**src/rtl/hilo_muldiv_if.sv**
```systemverilog
// Request/response bundle between the execute stage and the HI/LO
// multiply/divide unit.
//
// Handshake: w_start is a request strobe with w_op_code_6/w_input1_x/
// w_input2_x as its payload. A request is taken at a rising clock edge
// only when w_busy is low in that cycle; while w_busy is high the
// requester sees w_stall and must hold the request unchanged until
// w_stall drops. w_done pulses for one cycle when HI/LO hold a new
// multiply/divide result.
//
// Signals:
//   w_start, w_op_code_6, w_input1_x, w_input2_x, w_hilo_read  requester -> unit
//   w_busy, w_done, w_stall, w_hi_x, w_lo_x                      unit -> requester
//   state_dbg                                                    unit FSM state (debug)
interface hilo_muldiv_if #(
  parameter int WIDTH = 32
);
  logic             w_start;
  logic [5:0]       w_op_code_6;
  logic [WIDTH-1:0] w_input1_x;
  logic [WIDTH-1:0] w_input2_x;
  logic             w_hilo_read;
  logic             w_busy;
  logic             w_done;
  logic             w_stall;
  logic [WIDTH-1:0] w_hi_x;
  logic [WIDTH-1:0] w_lo_x;
  logic [1:0]       state_dbg;

  modport master (
    output w_start, w_op_code_6, w_input1_x, w_input2_x, w_hilo_read,
    input  w_busy, w_done, w_stall, w_hi_x, w_lo_x, state_dbg
  );

  modport slave (
    input  w_start, w_op_code_6, w_input1_x, w_input2_x, w_hilo_read,
    output w_busy, w_done, w_stall, w_hi_x, w_lo_x, state_dbg
  );
endinterface

```
**src/rtl/hilo_muldiv_unit.sv**
```systemverilog
// Iterative multiply/divide unit owning the HI/LO register pair.
// MULT/MULTU use shift-add, DIV/DIVU use restoring division, each over
// WIDTH iterations plus one sign-fix cycle. MTHI/MTLO write HI/LO
// directly from idle. HI/LO are exported continuously.
//
// Ports:
//   clock  rising-edge clock
//   reset  synchronous active-high reset
//   bus    hilo_muldiv_if slave modport (request, HI/LO, busy/done/stall,
//          FSM state debug)
module hilo_muldiv_unit #(
  parameter int WIDTH = 32
) (
  input  logic         clock,
  input  logic         reset,
  hilo_muldiv_if.slave bus
);

  localparam logic [5:0] OP_MULT  = 6'h18;
  localparam logic [5:0] OP_MULTU = 6'h19;
  localparam logic [5:0] OP_DIV   = 6'h1A;
  localparam logic [5:0] OP_DIVU  = 6'h1B;
  localparam logic [5:0] OP_MTHI  = 6'h11;
  localparam logic [5:0] OP_MTLO  = 6'h13;
  localparam int         CW       = $clog2(WIDTH + 1);

  typedef enum logic [1:0] {S_IDLE, S_MUL, S_DIV, S_FIX} state_t;

  state_t state, state_next;

  logic [CW-1:0]      cnt;
  // MUL: {partial product, remaining multiplier bits}.
  // DIV: {partial remainder, remaining dividend bits / quotient bits}.
  logic [2*WIDTH-1:0] acc;
  logic [WIDTH-1:0]   operand_b;  // multiplicand or divisor magnitude
  logic [WIDTH-1:0]   rs_orig;    // original rs, returned as HI on divide by zero
  logic               is_div;
  logic               div_zero;
  logic               neg_q;      // product / quotient sign
  logic               neg_r;      // remainder sign
  logic [WIDTH-1:0]   hi_q;
  logic [WIDTH-1:0]   lo_q;
  logic               done_q;

  // Request decode (only meaningful while idle)
  logic accept_mul, accept_div, accept_mthi, accept_mtlo;
  logic signed_op, sign_a, sign_b;
  logic [WIDTH-1:0] mag_a, mag_b;

  always_comb begin
    accept_mul  = 1'b0;
    accept_div  = 1'b0;
    accept_mthi = 1'b0;
    accept_mtlo = 1'b0;
    if (state == S_IDLE && bus.w_start) begin
      case (bus.w_op_code_6)
        OP_MULT, OP_MULTU: accept_mul  = 1'b1;
        OP_DIV,  OP_DIVU:  accept_div  = 1'b1;
        OP_MTHI:           accept_mthi = 1'b1;
        OP_MTLO:           accept_mtlo = 1'b1;
        default: ;
      endcase
    end
  end

  assign signed_op = (bus.w_op_code_6 == OP_MULT) || (bus.w_op_code_6 == OP_DIV);
  assign sign_a    = signed_op & bus.w_input1_x[WIDTH-1];
  assign sign_b    = signed_op & bus.w_input2_x[WIDTH-1];
  assign mag_a     = sign_a ? -bus.w_input1_x : bus.w_input1_x;
  assign mag_b     = sign_b ? -bus.w_input2_x : bus.w_input2_x;

  logic last_iter;
  assign last_iter = (cnt == CW'(WIDTH - 1));

  // FSM state register
  always_ff @(posedge clock) begin
    if (reset) state <= S_IDLE;
    else       state <= state_next;
  end

  // FSM next state
  always_comb begin
    state_next = state;
    case (state)
      S_IDLE: begin
        if (accept_mul)      state_next = S_MUL;
        else if (accept_div) state_next = S_DIV;
      end
      S_MUL:   if (last_iter) state_next = S_FIX;
      S_DIV:   if (last_iter) state_next = S_FIX;
      S_FIX:   state_next = S_IDLE;
      default: state_next = S_IDLE;
    endcase
  end

  // One shift-add step: add multiplicand into the upper half when the
  // current multiplier LSB is set; the carry lands in the top bit after
  // the right shift.
  logic [WIDTH:0] mul_sum;
  assign mul_sum = {1'b0, acc[2*WIDTH-1:WIDTH]} + (acc[0] ? {1'b0, operand_b} : '0);

  // One restoring step: the trial value is the remainder shifted left with
  // the next dividend bit; a clear top bit of the difference means the
  // divisor fits and the quotient bit is 1.
  logic [WIDTH:0] div_trial, div_diff;
  logic           div_ok;
  assign div_trial = acc[2*WIDTH-1:WIDTH-1];
  assign div_diff  = div_trial - {1'b0, operand_b};
  assign div_ok    = ~div_diff[WIDTH];

  // Sign fix-up for the FIX cycle
  logic [2*WIDTH-1:0] prod_fix;
  logic [WIDTH-1:0]   quo_fix, rem_fix, fix_hi, fix_lo;
  assign prod_fix = neg_q ? -acc : acc;
  assign quo_fix  = neg_q ? -acc[WIDTH-1:0] : acc[WIDTH-1:0];
  assign rem_fix  = neg_r ? -acc[2*WIDTH-1:WIDTH] : acc[2*WIDTH-1:WIDTH];

  always_comb begin
    fix_hi = prod_fix[2*WIDTH-1:WIDTH];
    fix_lo = prod_fix[WIDTH-1:0];
    if (is_div) begin
      if (div_zero) begin
        fix_hi = rs_orig;
        fix_lo = '1;
      end else begin
        fix_hi = rem_fix;
        fix_lo = quo_fix;
      end
    end
  end

  // Datapath and HI/LO
  always_ff @(posedge clock) begin
    if (reset) begin
      cnt       <= '0;
      acc       <= '0;
      operand_b <= '0;
      rs_orig   <= '0;
      is_div    <= 1'b0;
      div_zero  <= 1'b0;
      neg_q     <= 1'b0;
      neg_r     <= 1'b0;
      hi_q      <= '0;
      lo_q      <= '0;
      done_q    <= 1'b0;
    end else begin
      done_q <= 1'b0;
      case (state)
        S_IDLE: begin
          if (accept_mthi) hi_q <= bus.w_input1_x;
          if (accept_mtlo) lo_q <= bus.w_input1_x;
          if (accept_mul || accept_div) begin
            cnt       <= '0;
            acc       <= {{WIDTH{1'b0}}, mag_a};
            operand_b <= mag_b;
            rs_orig   <= bus.w_input1_x;
            is_div    <= accept_div;
            div_zero  <= accept_div && (bus.w_input2_x == '0);
            neg_q     <= sign_a ^ sign_b;
            neg_r     <= sign_a;
          end
        end
        S_MUL: begin
          acc <= {mul_sum, acc[WIDTH-1:1]};
          cnt <= cnt + CW'(1);
        end
        S_DIV: begin
          acc <= {(div_ok ? div_diff[WIDTH-1:0] : div_trial[WIDTH-1:0]),
                  acc[WIDTH-2:0], div_ok};
          cnt <= cnt + CW'(1);
        end
        S_FIX: begin
          hi_q   <= fix_hi;
          lo_q   <= fix_lo;
          done_q <= 1'b1;
          cnt    <= '0;
        end
        default: ;
      endcase
    end
  end

  assign bus.w_busy    = (state != S_IDLE);
  assign bus.w_done    = done_q;
  assign bus.w_stall   = bus.w_busy & (bus.w_hilo_read | bus.w_start);
  assign bus.w_hi_x    = hi_q;
  assign bus.w_lo_x    = lo_q;
  assign bus.state_dbg = state;

endmodule

```
**src/flat_wrapper.sv**
```systemverilog
// flat-port wrapper written by rule: the top's interface ports become plain ports
module hilo_muldiv_unit_flat 
#(
  parameter int WIDTH = 32
)
  (clock, reset, bus_w_start, bus_w_op_code_6, bus_w_input1_x, bus_w_input2_x, bus_w_hilo_read, bus_w_busy, bus_w_done, bus_w_stall, bus_w_hi_x, bus_w_lo_x, bus_state_dbg);
  hilo_muldiv_if #(.WIDTH(WIDTH)) bus_i ();
  input  logic clock;
  input  logic reset;
  input wire logic [$bits(bus_i.w_start)-1:0] bus_w_start;
  input wire logic [$bits(bus_i.w_op_code_6)-1:0] bus_w_op_code_6;
  input wire logic [$bits(bus_i.w_input1_x)-1:0] bus_w_input1_x;
  input wire logic [$bits(bus_i.w_input2_x)-1:0] bus_w_input2_x;
  input wire logic [$bits(bus_i.w_hilo_read)-1:0] bus_w_hilo_read;
  output wire logic [$bits(bus_i.w_busy)-1:0] bus_w_busy;
  output wire logic [$bits(bus_i.w_done)-1:0] bus_w_done;
  output wire logic [$bits(bus_i.w_stall)-1:0] bus_w_stall;
  output wire logic [$bits(bus_i.w_hi_x)-1:0] bus_w_hi_x;
  output wire logic [$bits(bus_i.w_lo_x)-1:0] bus_w_lo_x;
  output wire logic [$bits(bus_i.state_dbg)-1:0] bus_state_dbg;
  assign bus_i.w_start = bus_w_start;
  assign bus_i.w_op_code_6 = bus_w_op_code_6;
  assign bus_i.w_input1_x = bus_w_input1_x;
  assign bus_i.w_input2_x = bus_w_input2_x;
  assign bus_i.w_hilo_read = bus_w_hilo_read;
  assign bus_w_busy = bus_i.w_busy;
  assign bus_w_done = bus_i.w_done;
  assign bus_w_stall = bus_i.w_stall;
  assign bus_w_hi_x = bus_i.w_hi_x;
  assign bus_w_lo_x = bus_i.w_lo_x;
  assign bus_state_dbg = bus_i.state_dbg;
  hilo_muldiv_unit #(.WIDTH(WIDTH)) u_core (.clock(clock), .reset(reset), .bus(bus_i));
endmodule
```
**config.mk**
```make
export PLATFORM = sky130hd
export DESIGN_NAME = hilo_muldiv_unit_flat
export DESIGN_NICKNAME = d
export VERILOG_FILES = /design/src/rtl/hilo_muldiv_if.sv /design/src/rtl/hilo_muldiv_unit.sv /design/src/flat_wrapper.sv
export SDC_FILE = /design/constraint.sdc
export NUM_CORES = 1
export LEC_CHECK = 0
export ABC_AREA = 1
export BUFFER_PORTS_ARGS = -buffer_cell sky130_fd_sc_hd__clkbuf_2
export CELL_PAD_IN_SITES_DETAIL_PLACEMENT = 1
export CELL_PAD_IN_SITES_GLOBAL_PLACEMENT = 1
export CORE_MARGIN = 8
export CORE_UTILIZATION = 43
export CTS_CLUSTER_DIAMETER = 100
export DETAILED_ROUTE_END_ITERATION = 8
export MAX_ROUTING_LAYER = met4
export PLACE_DENSITY = 0.85
export SYNTH_ARGS = -nofsm -noshare
export SYNTH_HDL_FRONTEND = slang
export SYNTH_SLANG_ARGS = --single-unit
```
**constraint.sdc**
```tcl
create_clock -name clock -period 3.4 [get_ports clock]
set_input_delay 0.51 -clock clock [delete_from_list [all_inputs] [get_ports clock]]
set_output_delay 0.51 -clock clock [all_outputs]
set_load 0.005 [all_outputs]
```
==> reports/qor.csv <==
metric;value;unit
status;completed;
Max-cap violations;0;
WS Path Type;reg2reg;
Hold Slack;255.5;ps
count of different cell masters after synthesis;51;
Die Wd;226.5;um
I/O Pins;143;
Pre-Repair DR Iteration Count;6;
H-tree depth;1;
met1 wire length;43140;um
RSZ-0062 raised after global routing;no;
CTS tree;built;
Final #Nets;3610;
LEAKAGE;10.96;nW
pwr/cell area;674.7;nW/um^2
Core Rows;77;
Die ar.;51320;um^2
hold crit path type;in2reg;
DP Wirelength;82000;um
crit share post-route;98.14;%
Vias/cell;6.162;
Hold Violations, Final;0;
Worst-Margin Slew;1069;ps
fin. max-slew vios;0;
average routed wire per standard cell;25.49;um
register area;4105;um^2
EDFF count, synth;0;
Skew-Pair Late Insertion Delay;580;ps
Worst setup SP type;flip-flop;
CP bufs+invs;3;
Area Growth Syn to Fin;12.07;%
crit-path max FO;27;
Root Buffer Master;clkbuf_16;
Clock Skews;18.05;ps
delay-heaviest family, CP;simple AND/OR/NAND/NOR gates;
DR top layer;met4;
final wirelength;103900;um
Synth Instances;3370;
most common cell after layout, fill and taps aside;nand2_1;
DRC Markers;0;
routability cong.;1.088;
overall routing resource usage;40.23;%
Max Fclk;0.2997;GHz
post-synthesis register bit count;205;
Inst Count DP;4024;
multi-input combinational cell area;12860;um^2
area of the core;44030;um^2
first-pass GRT wire length;153800;um
Vias;25130;
CP Capture Type;flip-flop;
CTS sink cnt;205;
total power;0.01441;W
layout cells sized above 1;9.940;%
Fin Setup TNS;0;ps
FILL cells;6402;
initial antenna violation count;7;
Slowest cell on crit path;dfxtp_1;
Largest stage delay, worst path;520;ps
crit path cell chain;inv_1 -> ha_1 -> inv_1 -> fa_1 -> nand2_1 -> nand2_1 -> nand3_2 -> nand2_2 -> nand2_2 -> nand2_4 -> nand2_4 -> nand3_4 -> buf_4 -> nand3_1 -> nand3_1 -> nand2_1 -> nand2_1 -> a21oi_2;
Post-CTS Hold Buffers;0;
WL met3;12070;um
Post-synth ARST share;0;%
Arr. time, crit path;3750;ps
# port buffers;142;
Post-Syn Nets;3519;
die height;226.5;um
Final setup viols;0;
largest net degree at the start of global routing;96;
Mean Syn Cell Area;5.656;um^2
Layout Cells excl Fill;4078;
clk slew on worst S/H paths;60;ps
mapped cell area;19060;um^2
Synth warnings;0;
Max transition margin;28.73;%
Max Buffers Root-to-Sink;3;
GRT overflow;0;
CP dominant cell by count;nand2_1;
post-route antenna net violation count;0;
Synth Flop Type;dfxtp_1;
number of global-route vias before repair;24820;
Initial Util;43.29;%
most frequent cells in the layout;929 x nand2_1, 412 x nor2_1, 388 x inv_1, 305 x a21oi_1, 291 x o21ai_0;
WL met2;44230;um
initial drt markers;3035;
post-synthesis sequential area ratio;21.53;%
Finished Core Util;48.51;%
Max VDD drop;389.6;uV
fin crit period;3337;ps
Crit path required time;3810;ps
TritonCTS Buffers;27;
-- what timing repair did --
action,4_1_cts,5_1_grt
setup buffers,0,0
resized for setup,0,2
setup endpoints to repair,0,2
-- per-layer routing --
layer,vias up,GRT usage (%)
li1,11160,-
met1,12160,52.65
met2,1529,59.34
met3,290,9.907
met4,0,15.06
met5,-,-
-- where the power goes --
part / leakage (nW) / switching, W / internal [W]
clock network: 0.428 / 0.00127 / 0.00174
logic: 8.88 / 0.00627 / 0.00217
registers: 1.66 / 0.000317 / 0.00264
-- tightest hold or removal path, cell delays in order --
cell	delay, ps
clkbuf_2	120
nand2_1	80
a31oi_1	60
-- layout make-up --
| type | count | share of cell area (%) |
|---|---|---|
| antenna | 5 | 0.05858 |
| clock buffer | 37 | 3.433 |
| clock inverter | 12 | 0.7440 |
| inverter | 409 | 7.193 |
| multi-input combinational | 2612 | 60.19 |
| sequential | 205 | 19.22 |
| tap | 592 | 3.468 |
| timing repair buffer | 206 | 5.694 |
-- synth_stat cells, types with 5 or more instances --
master / instances / area (um^2)
ha_1: 73 / 913.4
a21oi_2: 22 / 192.7
o211ai_1: 11 / 82.58
nor4_1: 11 / 68.82
nand3b_1: 14 / 105.1
xor2_1: 50 / 437.9
a31oi_1: 7 / 43.79
a21o_1: 6 / 45.04
dfxtp_1: 205 / 4104
a21oi_1: 306 / 1531
buf_2: 16 / 80.08
nor2_1: 414 / 1554
nor3_1: 34 / 170.2
xnor2_1: 19 / 166.4
inv_1: 389 / 1460
o31ai_1: 5 / 37.54
inv_2: 19 / 71.32
o21a_1: 6 / 45.04
nor2_2: 10 / 62.56
clkbuf_1: 110 / 412.9
o21bai_1: 8 / 60.06
o21ai_1: 18 / 90.09
o21ai_0: 291 / 1456
nand3_1: 238 / 1191
nand2_2: 8 / 50.05
a221oi_1: 11 / 96.34
o221ai_1: 6 / 52.55
buf_1: 12 / 45.04
nor2_4: 5 / 56.30
o22ai_1: 32 / 200.2
or2_2: 13 / 81.33
nand4_1: 34 / 212.7
nand2_1: 929 / 3487
-- registers in the layout, indices dropped and copies added (netlist names), 2 cells and up --
name / cells
u_core.acc: 64
u_core.bus.w_hi_x: 32
u_core.bus.w_lo_x: 32
u_core.operand_b: 32
u_core.rs_orig: 32
u_core.cnt: 6
u_core.bus.state_dbg: 2
-- path summary, 6_finish.rpt --
kind                                        endpoint  cells after the start                from  slack [ps]
worst max register to register        u_core.acc[46]                     18      u_core.acc[31]          60
worst max-delay path                  u_core.acc[46]                     18      u_core.acc[31]          60
worst min-delay path            u_core.operand_b[23]                      3  bus_w_input2_x[23]         260
worst min register to register         u_core.cnt[5]                      1       u_core.cnt[5]         470
-- through the flow --
step	worst slack [ps]	cell area [um^2]
floorplan	794.0	19060
global placement	224.6	20440
detailed placement	213.2	20440
CTS	205.5	21330
global route	32.14	21360
finish	63.24	21360
-- cells by family after synthesis --
family,after synthesis,share of synthesized area [%]
buffers and inverters,553,11.17
DFF,205,21.53
AOI/OAI and AO/OA,740,21.16
adders and majority gates,75,5.002
and+or+nand+nor,1728,37.96
xor gates and xnor gates,69,3.171
Power figures use the tool's default switching activity.
